==> config.mk <==
export PLATFORM = sky130hd
export DESIGN_NAME = serial_subtractor_flat
export DESIGN_NICKNAME = d
export VERILOG_FILES = /design/src/rtl/serial_sub_pkg.sv /design/src/rtl/serial_subtractor_if.sv /design/src/rtl/fs_cell.sv /design/src/rtl/serial_subtractor.sv /design/src/flat_wrapper.sv
export SDC_FILE = /design/constraint.sdc
export NUM_CORES = 1
export LEC_CHECK = 0
export CAP_MARGIN = 20
export CORE_MARGIN = 1.5
export CORE_UTILIZATION = 51
export CTS_CLUSTER_DIAMETER = 150
export DETAILED_ROUTE_END_ITERATION = 6
export PLACE_DENSITY = 0.76
export SLEW_MARGIN = 10
export SYNTH_ARGS = -nofsm -noshare
export SYNTH_HDL_FRONTEND = slang
export SYNTH_SLANG_ARGS = --single-unit
export TNS_END_PERCENT = 50
==> constraint.sdc <==
create_clock -name clk -period 2.4 [get_ports clk]
set_input_delay 0.48 -clock clk [delete_from_list [all_inputs] [get_ports clk]]
set_output_delay 0.48 -clock clk [all_outputs]
set_load 0.01 [all_outputs]
==> src/rtl/serial_sub_pkg.sv <==
// Shared definitions for the bit-serial subtractor: FSM state encoding and
// the default operand width.
package serial_sub_pkg;

  localparam int unsigned DEF_WIDTH = 8;

  typedef enum logic [1:0] {
    IDLE  = 2'd0,
    SHIFT = 2'd1,
    DONE  = 2'd2
  } state_e;

endpackage

==> src/rtl/serial_subtractor_if.sv <==
// Request/result bundle of the serial subtractor.
//   start/a/b/bin : request and operands (master -> slave)
//   busy/done     : operation status (slave -> master)
//   diff/bout     : result and final borrow (slave -> master)
interface serial_subtractor_if #(
  parameter int unsigned WIDTH = serial_sub_pkg::DEF_WIDTH
);

  logic             start;
  logic [WIDTH-1:0] a;
  logic [WIDTH-1:0] b;
  logic             bin;
  logic             busy;
  logic             done;
  logic [WIDTH-1:0] diff;
  logic             bout;

  modport master (output start, a, b, bin, input busy, done, diff, bout);
  modport slave  (input start, a, b, bin, output busy, done, diff, bout);

endinterface

==> src/rtl/fs_cell.sv <==
// One-bit full subtractor: d = x - y - bi, bo = borrow out.
//   x, y, bi : minuend bit, subtrahend bit, borrow in
//   d, bo    : difference bit, borrow out
module fs_cell (
  input  logic x,
  input  logic y,
  input  logic bi,
  output logic d,
  output logic bo
);

  assign d  = x ^ y ^ bi;
  assign bo = (~x & y) | (~(x ^ y) & bi);

endmodule

==> src/rtl/serial_subtractor.sv <==
// Bit-serial subtractor computing diff = a - b - bin, LSB first, one bit per
// clock through a single full-subtractor cell.
//   clk, rst_n : clock, asynchronous active-low reset
//   bus        : slave side of serial_subtractor_if (start/a/b/bin in,
//                busy/done/diff/bout out)
// A request accepted in IDLE is captured on that edge and SHIFT is entered on
// the following edge, so done appears WIDTH+1 edges after acceptance.
module serial_subtractor #(
  parameter int unsigned WIDTH = serial_sub_pkg::DEF_WIDTH
) (
  input  logic                clk,
  input  logic                rst_n,
  serial_subtractor_if.slave  bus
);

  import serial_sub_pkg::*;

  localparam int unsigned CW = (WIDTH > 1) ? $clog2(WIDTH) : 1;
  localparam logic [CW-1:0] LAST_BIT = CW'(WIDTH - 1);

  state_e           state_q;
  state_e           state_d;
  logic             armed_q;
  logic [WIDTH-1:0] a_sr;
  logic [WIDTH-1:0] b_sr;
  logic             brw_q;
  logic [CW-1:0]    cnt_q;
  logic             step_d;
  logic             step_bo;
  logic             last_c;

  // Single arithmetic element; the result bits re-enter a_sr at the MSB.
  fs_cell u_fs (
    .x  (a_sr[0]),
    .y  (b_sr[0]),
    .bi (brw_q),
    .d  (step_d),
    .bo (step_bo)
  );

  assign last_c = (cnt_q == LAST_BIT);

  // Next-state logic.
  always_comb begin
    state_d = state_q;
    unique case (state_q)
      IDLE:    if (armed_q) state_d = SHIFT;
      SHIFT:   if (last_c)  state_d = DONE;
      DONE:    state_d = IDLE;
      default: state_d = IDLE;
    endcase
  end

  // State register and status flags, decoded from the next state so they
  // line up exactly with SHIFT and DONE.
  always_ff @(posedge clk or negedge rst_n) begin
    if (!rst_n) begin
      state_q  <= IDLE;
      bus.busy <= 1'b0;
      bus.done <= 1'b0;
    end else begin
      state_q  <= state_d;
      bus.busy <= (state_d == SHIFT);
      bus.done <= (state_d == DONE);
    end
  end

  // Operand capture, serial datapath and result registers.
  always_ff @(posedge clk or negedge rst_n) begin
    if (!rst_n) begin
      armed_q  <= 1'b0;
      a_sr     <= '0;
      b_sr     <= '0;
      brw_q    <= 1'b0;
      cnt_q    <= '0;
      bus.diff <= '0;
      bus.bout <= 1'b0;
    end else begin
      unique case (state_q)
        IDLE: begin
          // armed_q blocks a second capture in the cycle before SHIFT
          if (armed_q) begin
            armed_q <= 1'b0;
          end else if (bus.start) begin
            armed_q <= 1'b1;
            a_sr    <= bus.a;
            b_sr    <= bus.b;
            brw_q   <= bus.bin;
            cnt_q   <= '0;
          end
        end
        SHIFT: begin
          a_sr  <= {step_d, a_sr[WIDTH-1:1]};
          b_sr  <= {1'b0, b_sr[WIDTH-1:1]};
          brw_q <= step_bo;
          if (last_c) begin
            bus.diff <= {step_d, a_sr[WIDTH-1:1]};
            bus.bout <= step_bo;
          end else begin
            cnt_q <= cnt_q + CW'(1);
          end
        end
        default: ;
      endcase
    end
  end

endmodule

==> src/flat_wrapper.sv <==
// flat-port wrapper written by rule: the top's interface ports become plain ports
module serial_subtractor_flat import serial_sub_pkg::*;
#(
  parameter int unsigned WIDTH = serial_sub_pkg::DEF_WIDTH
)
  (clk, rst_n, bus_start, bus_a, bus_b, bus_bin, bus_busy, bus_done, bus_diff, bus_bout);
  serial_subtractor_if #(.WIDTH(WIDTH)) bus_i ();
  input  logic clk;
  input  logic rst_n;
  input wire logic [$bits(bus_i.start)-1:0] bus_start;
  input wire logic [$bits(bus_i.a)-1:0] bus_a;
  input wire logic [$bits(bus_i.b)-1:0] bus_b;
  input wire logic [$bits(bus_i.bin)-1:0] bus_bin;
  output wire logic [$bits(bus_i.busy)-1:0] bus_busy;
  output wire logic [$bits(bus_i.done)-1:0] bus_done;
  output wire logic [$bits(bus_i.diff)-1:0] bus_diff;
  output wire logic [$bits(bus_i.bout)-1:0] bus_bout;
  assign bus_i.start = bus_start;
  assign bus_i.a = bus_a;
  assign bus_i.b = bus_b;
  assign bus_i.bin = bus_bin;
  assign bus_busy = bus_i.busy;
  assign bus_done = bus_i.done;
  assign bus_diff = bus_i.diff;
  assign bus_bout = bus_i.bout;
  serial_subtractor #(.WIDTH(WIDTH)) u_core (.clk(clk), .rst_n(rst_n), .bus(bus_i));
endmodule
# Word level (Yosys, flattened, before mapping)
# Index checks and enable logic that the tools add are counted.
classes:
  n_addsub: 1
  n_eq_ne: 7
  muxes: 18
  bitwise_logic: 7
  reduce_logical: 5
op_table:
  columns: ["op", "n"]
  rows:
  - ["2-to-1 mux 8 bit", 4]
  - ["case mux 8 bit (2 select lines)", 2]
  - ["2-to-1 mux 3 bit", 3]
  - ["!= test 2 bit (second input constant)", 3]
  - ["case mux 3 bit (2 select lines)", 1]
  - ["== test 2 x 1 -> 1 bit (second input constant)", 2]
  - ["2-to-1 mux 1 bit", 4]
  - ["2-to-1 mux 2 bit", 2]
  - ["case mux 2 bit (2 select lines)", 1]
  - ["AND reduction 4 bit", 1]
  - ["adder 3 x 1 -> 3 bit (second input constant)", 1]
  - ["== test 3 bit (second input constant)", 1]
  - ["AND reduction 3 bit", 1]
  - ["AND 1 bit", 2]
  - ["== test 2 bit (second input constant)", 1]
  - ["zero test 2 bit", 1]
  - ["inverter 1 bit", 2]
  - ["case mux 1 bit (2 select lines)", 1]
  - ["AND reduction 2 bit", 1]
  - ["nonzero test 2 bit", 1]
  - ["XOR 1 bit", 2]
  - ["OR 1 bit", 1]
totals:
  regBits: 34
  inputBits: 20
  output_inout_bits: 11
  wordCells: 48

# Logic depth before layout (Yosys ltp)
# Gate-level depths: netlist (run 1).
depth:
  word_depth: 5
  depth_mapped: 7
  mapped_depth_nobuf: 5

# By module
# From an unflattened synthesis (run 1), not the netlist that was laid out.
hier_totals:
  cells_unflattened: 112
  hier_area_um2: 1661.6
modules_own_cells:
  columns: ["mod", "n_inst", "cells_each", "area_each_um2", "seq_area_each_um2"]
  rows:
  - ["serial_subtractor", 1, 108, 1630.3, 850.8]
  - ["fs_cell", 1, 4, 31.3, 0.0]

# Worst setup path before layout (run 1)
# No wires, ideal clock.
synth_timing:
  kind: "register -> register"
  startpoint: "register u_core.cnt_q[0]"
  endpoint: "register u_core.bus.diff[2]"
  setup_ns: 0.125
  t_arrival_ns: 1.565
  t_required_ns: 2.275
  slack_ns: 0.711
  path_stages_with_launch: 7
  n_path_buf: 2
  synth_period_minus_slack_ns: 1.689
  path_cell_list: "dfrtp_1 -> ha_1 -> ha_1 -> clkbuf_1 -> nand3b_1 -> buf_2 -> mux2_2"
synth_between:
  elab_chain_cells: 2
synth_lines:
  columns: ["item", "line", "text"]
  rows:
  - ["from (decl)", "serial_subtractor.sv:27", "logic [CW-1:0] cnt_q;"]
  - ["from (signal assigned)", "serial_subtractor.sv:100", "cnt_q <= cnt_q + CW'(1);"]
  - ["== test 3 bit", "serial_subtractor.sv:41", "assign last_c = (cnt_q == LAST_BIT);"]
  - ["AND reduction 2 bit (no source line)", null, null]
  - ["to (signal assigned)", "serial_subtractor.sv:97", "bus.diff <= {step_d, a_sr[WIDTH-1:1]};"]
  - ["to (decl)", "serial_subtractor_if.sv:19", "modport slave (input start, a, b, bin, output busy, done, diff, bout);"]
# No other way between the ends.
# A chain may end at the register's enable or synchronous reset.

# Final worst setup path (run 1)
layout_timing:
  startpoint: "register u_core.cnt_q[0]"
  endpoint: "register u_core.bus.diff[6]"
# Same word-level chain as after synthesis.

==> results.yml, run 1 <==
place:
  numPortBuffers: 30
  placed_cells: 185
  gp_congestion: 0.685
  dp_slack_ns: 0.414
  hpwl_um: 1770
synth:
  avgSynthCellArea_um2: 14.0
  syn_nets: 139
  synth_edf_count: 0
  synth-main-ff-cell: "dfrtp_1"
  synth_seq_cells: 34
  synth_cells: 116
  synth_async_sr_flop_share_pct: 100
  yosysMostFrequentCell: "dfrtp_1"
  yosys_warnings: 0
  ys_types: 24
  yosysTopAreaCell: "dfrtp_1"
  yosysTopAreaCellShare_pct: 52.4
  synth_top_cells_by_area: "dfrtp_1 52%, mux2_2 17%, mux2_4 11%"
  synth_seq_area_share_pct: 52.4
  synth_common_cells: "34 x dfrtp_1, 24 x mux2_2, 12 x mux2_4, 8 x inv_1, 5 x a21oi_1"
  synthesis.area_um2: 1620
critical_path:
  slowest_delay_ns: 0.46
  critPathKind: "flop to flop"
  slowest_stage: "nand3b_1"
  crit_top_cell: "ha_1"
  cp_top_family: "adder cells"
  worst-endpoint-required_ns: 2.63
  path_cells: "ha_1 > ha_1 > nand3b_1 > mux2_2"
  crit_buf_inv: 0
  arrival_ns: 2.09
  critPathLaunchType: "flop"
  crit_path_end_kind: "flop"
  crit_fanout: 12
floorplan:
  rows: 20
  initial_core_util_pct: 53.6
  io_pins: 31
  die_w_um: 59.4
  die_h_um: 59.4
  die-area_um2: 3530
  core_area_um2: 3030
global_route:
  grt_pass1_wl_um: 4500
  track_usage_pct: 17.6
  grt_overflow: 0
  antenna_found_initial: 0
  grt_start_max_net_pins: 35
  grt_pass1_vias: 976
flow_run:
  drv_cap: 0
clocking:
  cts_buffer_depth: 2
  cts_resized: 0
  cts.sinks: 34
  postCtsSetupBuffers: 0
  clk_root_buffer_cell: "clkbuf_4"
  h-tree-depth: 2
  hold_buffers: 0
  cts_tree: "done"
  path_clk_slew_ns: 0.11
  numCtsBuffers: 5
  clock_latency_ns: 0.33
layout:
  antenna_cells: 0
  n_fill_cell: 235
  syn2layout_area_growth_pct: 23.2
  fin_cells: 193
  fin_nets: 171
  drive_above_1_share_pct: 32.9
sta:
  rsz0062_at_grt: "false"
  skew_ns: 0.00774
  finalHoldViolCount: 0
  worst_slew_pin_slew_ns: 0.569
  finalCriticalPeriod_ns: 1.87
  fmax_mhz: 535
  final-setup-viol-count: 0
  maxSlewViolCount: 0
  period_share_pct: 77.8
  setup_ws_ns: 0.532
  hold_slack_ns: 0.493
  fin_tns_setup_ns: 0
  max_slew_margin_pct: 61.9
pwr:
  peakVddDrop_mv: 0.683
  pwr_density_cell_nw_per_um2: 1320
  power.total_mw: 2.64
  total_leakage_power_nw: 0.924
detailed_routing:
  firstDrtPassIters: 4
  ant_nets: 0
  drc: 0
  post_drt_wl_per_cell_um: 13.6
  routed_wl_um: 2620
  drt_iter0_drc: 25
  vias: 969
  viasPerCell: 5.02
hold_path:
  min-delay-path-class: "flop to flop"
status:
  outcome: "completed"
[through the flow]
stage               utilization (%)  cell area [µm²]
floorplan                         -             1620
global placement               64.0             1940
detailed placement             64.0             1940
CTS                            66.1             2000
global route                   66.1             2000
finish                         66.1             2000
[kinds of logic after synthesis]
group | Yosys count | synth area share (%)
compound gates | 12 | 4.39
fa+ha+maj | 3 | 2.77
buf+inv | 15 | 5.62
flops | 34 | 52.4
mux | 40 | 30.2
simple gates | 12 | 4.62
[report_power, final]
| group | leakage, nW | total [mW] | switching, mW | internal, mW |
|---|---|---|---|---|
| combinational | 0.475 | 1.29 | 0.478 | 0.810 |
| clock | 0.0343 | 0.332 | 0.191 | 0.141 |
| sequential | 0.414 | 1.01 | 0.165 | 0.850 |
[layout by cell type, fill, tap and decap left out]
cell              n
clkinvlp_4        1
o31ai_1           1
dfrtp_1          34
clkbuf_4          5
fa_1              1
nand2b_1          1
nand2b_4          1
clkinv_2          1
nand2_1           3
nor2b_1           1
buf_4             2
a21oi_2           1
mux2i_1           4
nor3b_1           3
nor2_1            2
clkdlybuf4s50_1  30
o22ai_1           2
a31oi_1           1
mux2_2           24
nand3b_1          1
o21ba_2           1
inv_1             8
mux2_4           12
a21oi_1           4
clkbuf_8          1
ha_1              2
o21ai_0           2
[final cells by class]
| type | instances | area (µm²) | share of cell area (%) |
|---|---|---|---|
| Sequential cell | 34 | 851 | 42.5 |
| Multi-Input combinational cell | 67 | 686 | 34.3 |
| Timing Repair Buffer | 32 | 315 | 15.8 |
| Tap cell | 44 | 55.1 | 2.75 |
| Clock buffer | 6 | 51.3 | 2.56 |
| Inverter | 8 | 30.0 | 1.50 |
| Clock inverter | 2 | 12.5 | 0.625 |
[state kept, by name (all words and copies together), names as in the netlist]
| register | count |
|---|---|
| u_core.a_sr | 8 |
| u_core.bus.done | 1 |
| u_core.bus.diff | 8 |
| u_core.brw_q | 1 |
| u_core.state_q | 2 |
| u_core.bus.busy | 1 |
| u_core.b_sr | 8 |
| u_core.armed_q | 1 |
| u_core.bus.bout | 1 |
| u_core.cnt_q | 3 |
[routing by layer]
layer | vias up | GRT usage [%] | share of wire [%]
met1 | 479 | 23.0 | 45
met2 | 24 | 27.0 | 48
met4 | 0 | 7.79 | 1.6
met5 | - | 0 | 0
li1 | 461 | - | -
met3 | 5 | 5.24 | 5.1
[worst paths after layout]
| kind | start | end | slack, ns | cells after the start |
|---|---|---|---|---|
| worst max-delay path | u_core.cnt_q[0] | u_core.bus.diff[6] | 0.53 | 4 |
| worst min-delay path | u_core.cnt_q[0] | u_core.cnt_q[0] | 0.49 | 1 |
| worst max register to register | u_core.cnt_q[0] | u_core.bus.diff[6] | 0.53 | 4 |
| worst min register to register | u_core.cnt_q[0] | u_core.cnt_q[0] | 0.49 | 1 |
| max in group asynchronous | rst_n | u_core.bus.diff[3] | 1.54 | 2 |
| min in group asynchronous | rst_n | u_core.bus.busy | 0.54 | 2 |
[worst reg2reg max path, stage by stage (launching register included)]
cell and delay (ns):
dfrtp_1 0.41, ha_1 0.20, ha_1 0.28, nand3b_1 0.46, mux2_2 0.41
Power figures use the tool's default switching activity.
==> run 2, diff against run 1 <==
- clock period: 2.4 -> 1.9 ns (I/O delays scaled with it)
==> run 2 against run 1 <==
Non-clock buffer count rose by 3. Design area rose by 0.81%. Sequential share of layout area fell by 0.34 points. Via count rose by 0.21%. Die area did not move. Highest routed layer unchanged.
==> results.yml, run 2 (synthesis results as in run 1) <==
layout:
  syn2layout_area_growth_pct: 24.2
  reg_top3: "u_core.a_sr x8, u_core.b_sr x8, u_core.bus.diff x8"
  final_cell_mix: "34 x dfrtp_1, 30 x clkdlybuf4s50_1, 24 x mux2_2"
  fin_nets: 174
  final_common_cell: "dfrtp_1"
  final_util_pct: 66.6
  drive_above_1_share_pct: 32.5
  n_fill_cell: 226
  seqCellArea_um2: 851
  antenna_cells: 0
  multi_input_area_um2: 686
  fin_cells: 195
critical_path:
  worst-endpoint-required_ns: 2.11
  slowest_delay_ns: 0.41
  crit_top_cell: "ha_1"
  critPathLaunchType: "flop"
  crit_fanout: 11
  path_cells: "ha_1 > ha_1 > nand3b_1 > buf_4 > mux2_2"
  slowest_stage: "dfrtp_1"
  reg2reg_depth: 5
  rrSetupSlack_ns: 0.23
  r2r-end: "u_core.bus.diff[3]"
  critPathKind: "flop to flop"
  arrival_ns: 1.88
  r2r_start: "u_core.cnt_q[0]"
  crit_path_end_kind: "flop"
detailed_routing:
  routed_wl_um: 2550
  firstDrtPassIters: 4
  vias: 971
  ant_nets: 0
  viasPerCell: 4.98
  post_drt_wl_per_cell_um: 13.1
  drc: 0
  drt_iter0_drc: 25
global_route:
  grt_pass1_vias: 965
  antenna_found_initial: 0
  track_usage_pct: 16.5
  grt_overflow: 0
  grt_pass1_wl_um: 4290
  grt_start_max_net_pins: 35
sta:
  final-setup-viol-count: 0
  finalHoldViolCount: 0
  fin_tns_setup_ns: 0
  finalCriticalPeriod_ns: 1.67
  hold_slack_ns: 0.451
  max_slew_margin_pct: 72.1
  fmax_mhz: 598
  maxSlewViolCount: 0
  skew_ns: 0.00646
  rsz0062_at_grt: "false"
  worst_slew_pin_slew_ns: 0.419
  setup_ws_ns: 0.227
  period_share_pct: 88.1
floorplan:
  io_pins: 31
  die-area_um2: 3530
  die_h_um: 59.4
  die_w_um: 59.4
  core_area_um2: 3030
  initial_core_util_pct: 53.6
  rows: 20
place:
  numPortBuffers: 30
  placed_cells: 188
  gp_congestion: 0.679
  hpwl_um: 1770
  dp_slack_ns: 0.0980
clocking:
  path_clk_slew_ns: 0.09
  h-tree-depth: 2
  cts_resized: 0
  numCtsBuffers: 5
  cts.sinks: 34
  postCtsSetupBuffers: 0
  clk_root_buffer_cell: "clkbuf_4"
  hold_buffers: 0
  clock_latency_ns: 0.32
  cts_tree: "done"
  cts_buffer_depth: 2
flow_run:
  drv_cap: 0
pwr:
  peakVddDrop_mv: 0.789
  total_leakage_power_nw: 0.934
  pwr_density_cell_nw_per_um2: 1630
hold_path:
  min-delay-path-class: "primary input to async pin"
status:
  outcome: "completed"
[run 2: cell type report]
| type | count | area share (%) |
|---|---|---|
| Clock buffer | 7 | 2.23 |
| Inverter | 8 | 1.49 |
| Multi-Input combinational cell | 67 | 34.0 |
| Sequential cell | 34 | 42.2 |
| Tap cell | 44 | 2.73 |
| Timing Repair Buffer | 35 | 17.4 |
[run 2: critical path: cells and delay by family (launching register included)]
family	cells	cell delay, ns
flops	1	0.41
mux	1	0.35
fa+ha+maj	2	0.48
buf+inv	1	0.20
simple gates	1	0.12
[run 2: how the worst max path moves through the flow]
stage / end / from / slack, ns / cells after the start
floorplan: u_core.bus.diff[2] / u_core.cnt_q[0] / 0.21 / 6
global placement: u_core.a_sr[5] / bus_start / 0.14 / 5
detailed placement: u_core.a_sr[6] / bus_start / 0.1 / 5
CTS: u_core.bus.diff[3] / u_core.cnt_q[0] / 0.23 / 5
global route: u_core.bus.diff[5] / u_core.cnt_q[0] / 0.17 / 5
finish: u_core.bus.diff[3] / u_core.cnt_q[0] / 0.23 / 5
[run 2: layer usage]
layer | vias up | track usage [%] | part of all wire (%)
li1 | 470 | - | -
met4 | 0 | 7.79 | 1.6
met3 | 5 | 3.93 | 4.7
met2 | 23 | 25.6 | 48
met1 | 473 | 21.6 | 45
met5 | - | 0 | 0
[run 2: metrics by stage]
stage | total power [mW] | instance area (µm²)
2_1_floorplan | 2.54 | 1620
3_3_place_gp | 2.93 | 1970
3_5_place_dp | 2.97 | 1970
4_1_cts | 3.34 | 2020
5_1_grt | 3.54 | 2020
6_report | 3.30 | 2020
[run 2: power by group]
part	internal (mW)	switching, mW
Combinational	1.06	0.603
Sequential	1.08	0.212
Clock	0.139	0.209
==> run 3, diff against run 2 <==
- CORE_MARGIN: 1.5 -> default
- CORE_UTILIZATION: 51 -> 55
- PLACE_DENSITY: 0.76 -> 0.81
- clock period: 1.9 -> 2.1 ns (I/O delays scaled with it)
==> run 3 against run 2 <==
Design area down 0.81%. Non-clock buffer count decreased by 2. Clock power rose by 9.2%. Highest routed layer unchanged. Clock skew is 0.0022 ns lower. Final cell count decreased by 7.2%.
==> results.yml, run 3 (synthesis results as in run 1) <==
layout:
  n_fill_cell: 190
  fin_nets: 172
  antenna_cells: 0
  drive_above_1_share_pct: 32.7
  multi_input_area_um2: 686
  reg_top3: "u_core.a_sr x8, u_core.b_sr x8, u_core.bus.diff x8"
  syn2layout_area_growth_pct: 23.2
  final_common_cell: "dfrtp_1"
  seqCellArea_um2: 851
  final_cell_mix: "34 x dfrtp_1, 30 x clkdlybuf4s50_1, 24 x mux2_2"
  stdcell_area_um2: 2000
clocking:
  numCtsBuffers: 5
  postCtsSetupBuffers: 0
  cts.sinks: 34
  cts_tree: "done"
  hold_buffers: 0
  cts_buffer_depth: 2
  path_clk_slew_ns: 0.10
  clock_latency_ns: 0.34
  clk_root_buffer_cell: "clkbuf_4"
  h-tree-depth: 2
  cts_resized: 0
sta:
  skew_ns: 0.00431
  finalCriticalPeriod_ns: 1.71
  fmax_mhz: 586
  maxSlewViolCount: 0
  fin_tns_setup_ns: 0
  rsz0062_at_grt: "false"
  period_share_pct: 81.3
  max_slew_margin_pct: 71.7
  final-setup-viol-count: 0
  worst_slew_pin_slew_ns: 0.424
  finalHoldViolCount: 0
detailed_routing:
  drc: 0
  firstDrtPassIters: 4
  vias: 990
  post_drt_wl_per_cell_um: 15.9
  drt_iter0_drc: 27
  routed_wl_um: 2870
  ant_nets: 0
  viasPerCell: 5.47
critical_path:
  slowest_stage: "dfrtp_1"
  crit_start: "u_core.cnt_q[0]"
  crit_fanout: 12
  rrSetupSlack_ns: 0.39
  r2r_start: "u_core.cnt_q[0]"
  crit_top_cell: "ha_1"
  critPathKind: "flop to flop"
  path_cells: "ha_1 > ha_1 > nand3b_1 > buf_4 > mux2_2"
  critPathLaunchType: "flop"
  worst-endpoint-required_ns: 2.33
  crit_path_end_kind: "flop"
  slowest_delay_ns: 0.41
  arrival_ns: 1.94
global_route:
  grt_pass1_vias: 1024
  grt_start_max_net_pins: 35
  track_usage_pct: 21.5
  grt_pass1_wl_um: 4990
  grt_overflow: 0
  antenna_found_initial: 0
hold_path:
  min-delay-path-class: "primary input to async pin"
place:
  numPortBuffers: 30
  place_area_um2: 1940
  hpwl_um: 1970
  gp_congestion: 0.730
pwr:
  power.total_mw: 3.08
  pwr_density_cell_nw_per_um2: 1540
  total_leakage_power_nw: 0.934
  peakVddDrop_mv: 1.07
floorplan:
  die_h_um: 56.3
  core_area_um2: 2780
  io_pins: 31
  die_w_um: 56.3
  die-area_um2: 3170
  initial_core_util_pct: 58.4
  rows: 19
status:
  outcome: "completed"
flow_run:
  drv_cap: 0
==> run 3: cell count changes in the layout (fill, tap and decap cells not counted) <==
cell      delta
buf_4        -2
clkbuf_1     -1
clkinv_2     +1
clkbuf_8     +1
==> run 3: path summary, 6_finish.rpt <==
path | endpoint | cells past startpoint
setup / recovery | u_core.bus.diff[4] | 5
min in group clk | u_core.cnt_q[0] | 1
setup reg to reg | u_core.bus.diff[4] | 5
hold reg to reg | u_core.cnt_q[0] | 1
hold / removal | u_core.bus.diff[0] | 2
max in group asynchronous | u_core.bus.diff[6] | 2
==> run 3: final cells by class <==
cell class	count	share of cell area, %
clock buffers	7	2.75
clock inverters	1	0.250
inverters	8	1.50
multi-input cells	67	34.3
flip-flops and latches	34	42.5
well taps	31	1.94
repair buffers	33	16.8
==> run 3: layer usage <==
metal | routed length, µm | GRT usage [%] | vias to the layer above
met5 | 0 | 0 | -
met4 | 51 | 7.32 | 0
met3 | 129 | 7.14 | 6
met2 | 1410 | 33.0 | 24
met1 | 1280 | 29.0 | 494
li1 | - | - | 466
==> run 3: stage by stage <==
stage	util (%)	instances	worst slack, ns	hold WS [ns]
detailed placement	69.8	173	0.260	0.476
global route	71.9	181	0.308	0.502
CTS	71.9	181	0.385	0.476
finish	71.9	181	0.393	0.470
global placement	69.8	173	0.298	0.463
floorplan	-	116	0.411	0.124
==> run 3: worst max-delay path: cells and delay by family (launching register included) <==
family                     cells  cell delay (ns)
adders and majority gates      2             0.50
buffers and inverters          1             0.21
DFF                            1             0.41
muxes                          1             0.35
and+or+nand+nor                1             0.13
==> run 3: where the power goes <==
group	internal (mW)	switching (mW)
combinational	0.955	0.570
sequential	0.972	0.201
clock	0.162	0.217
total	2.09	0.989
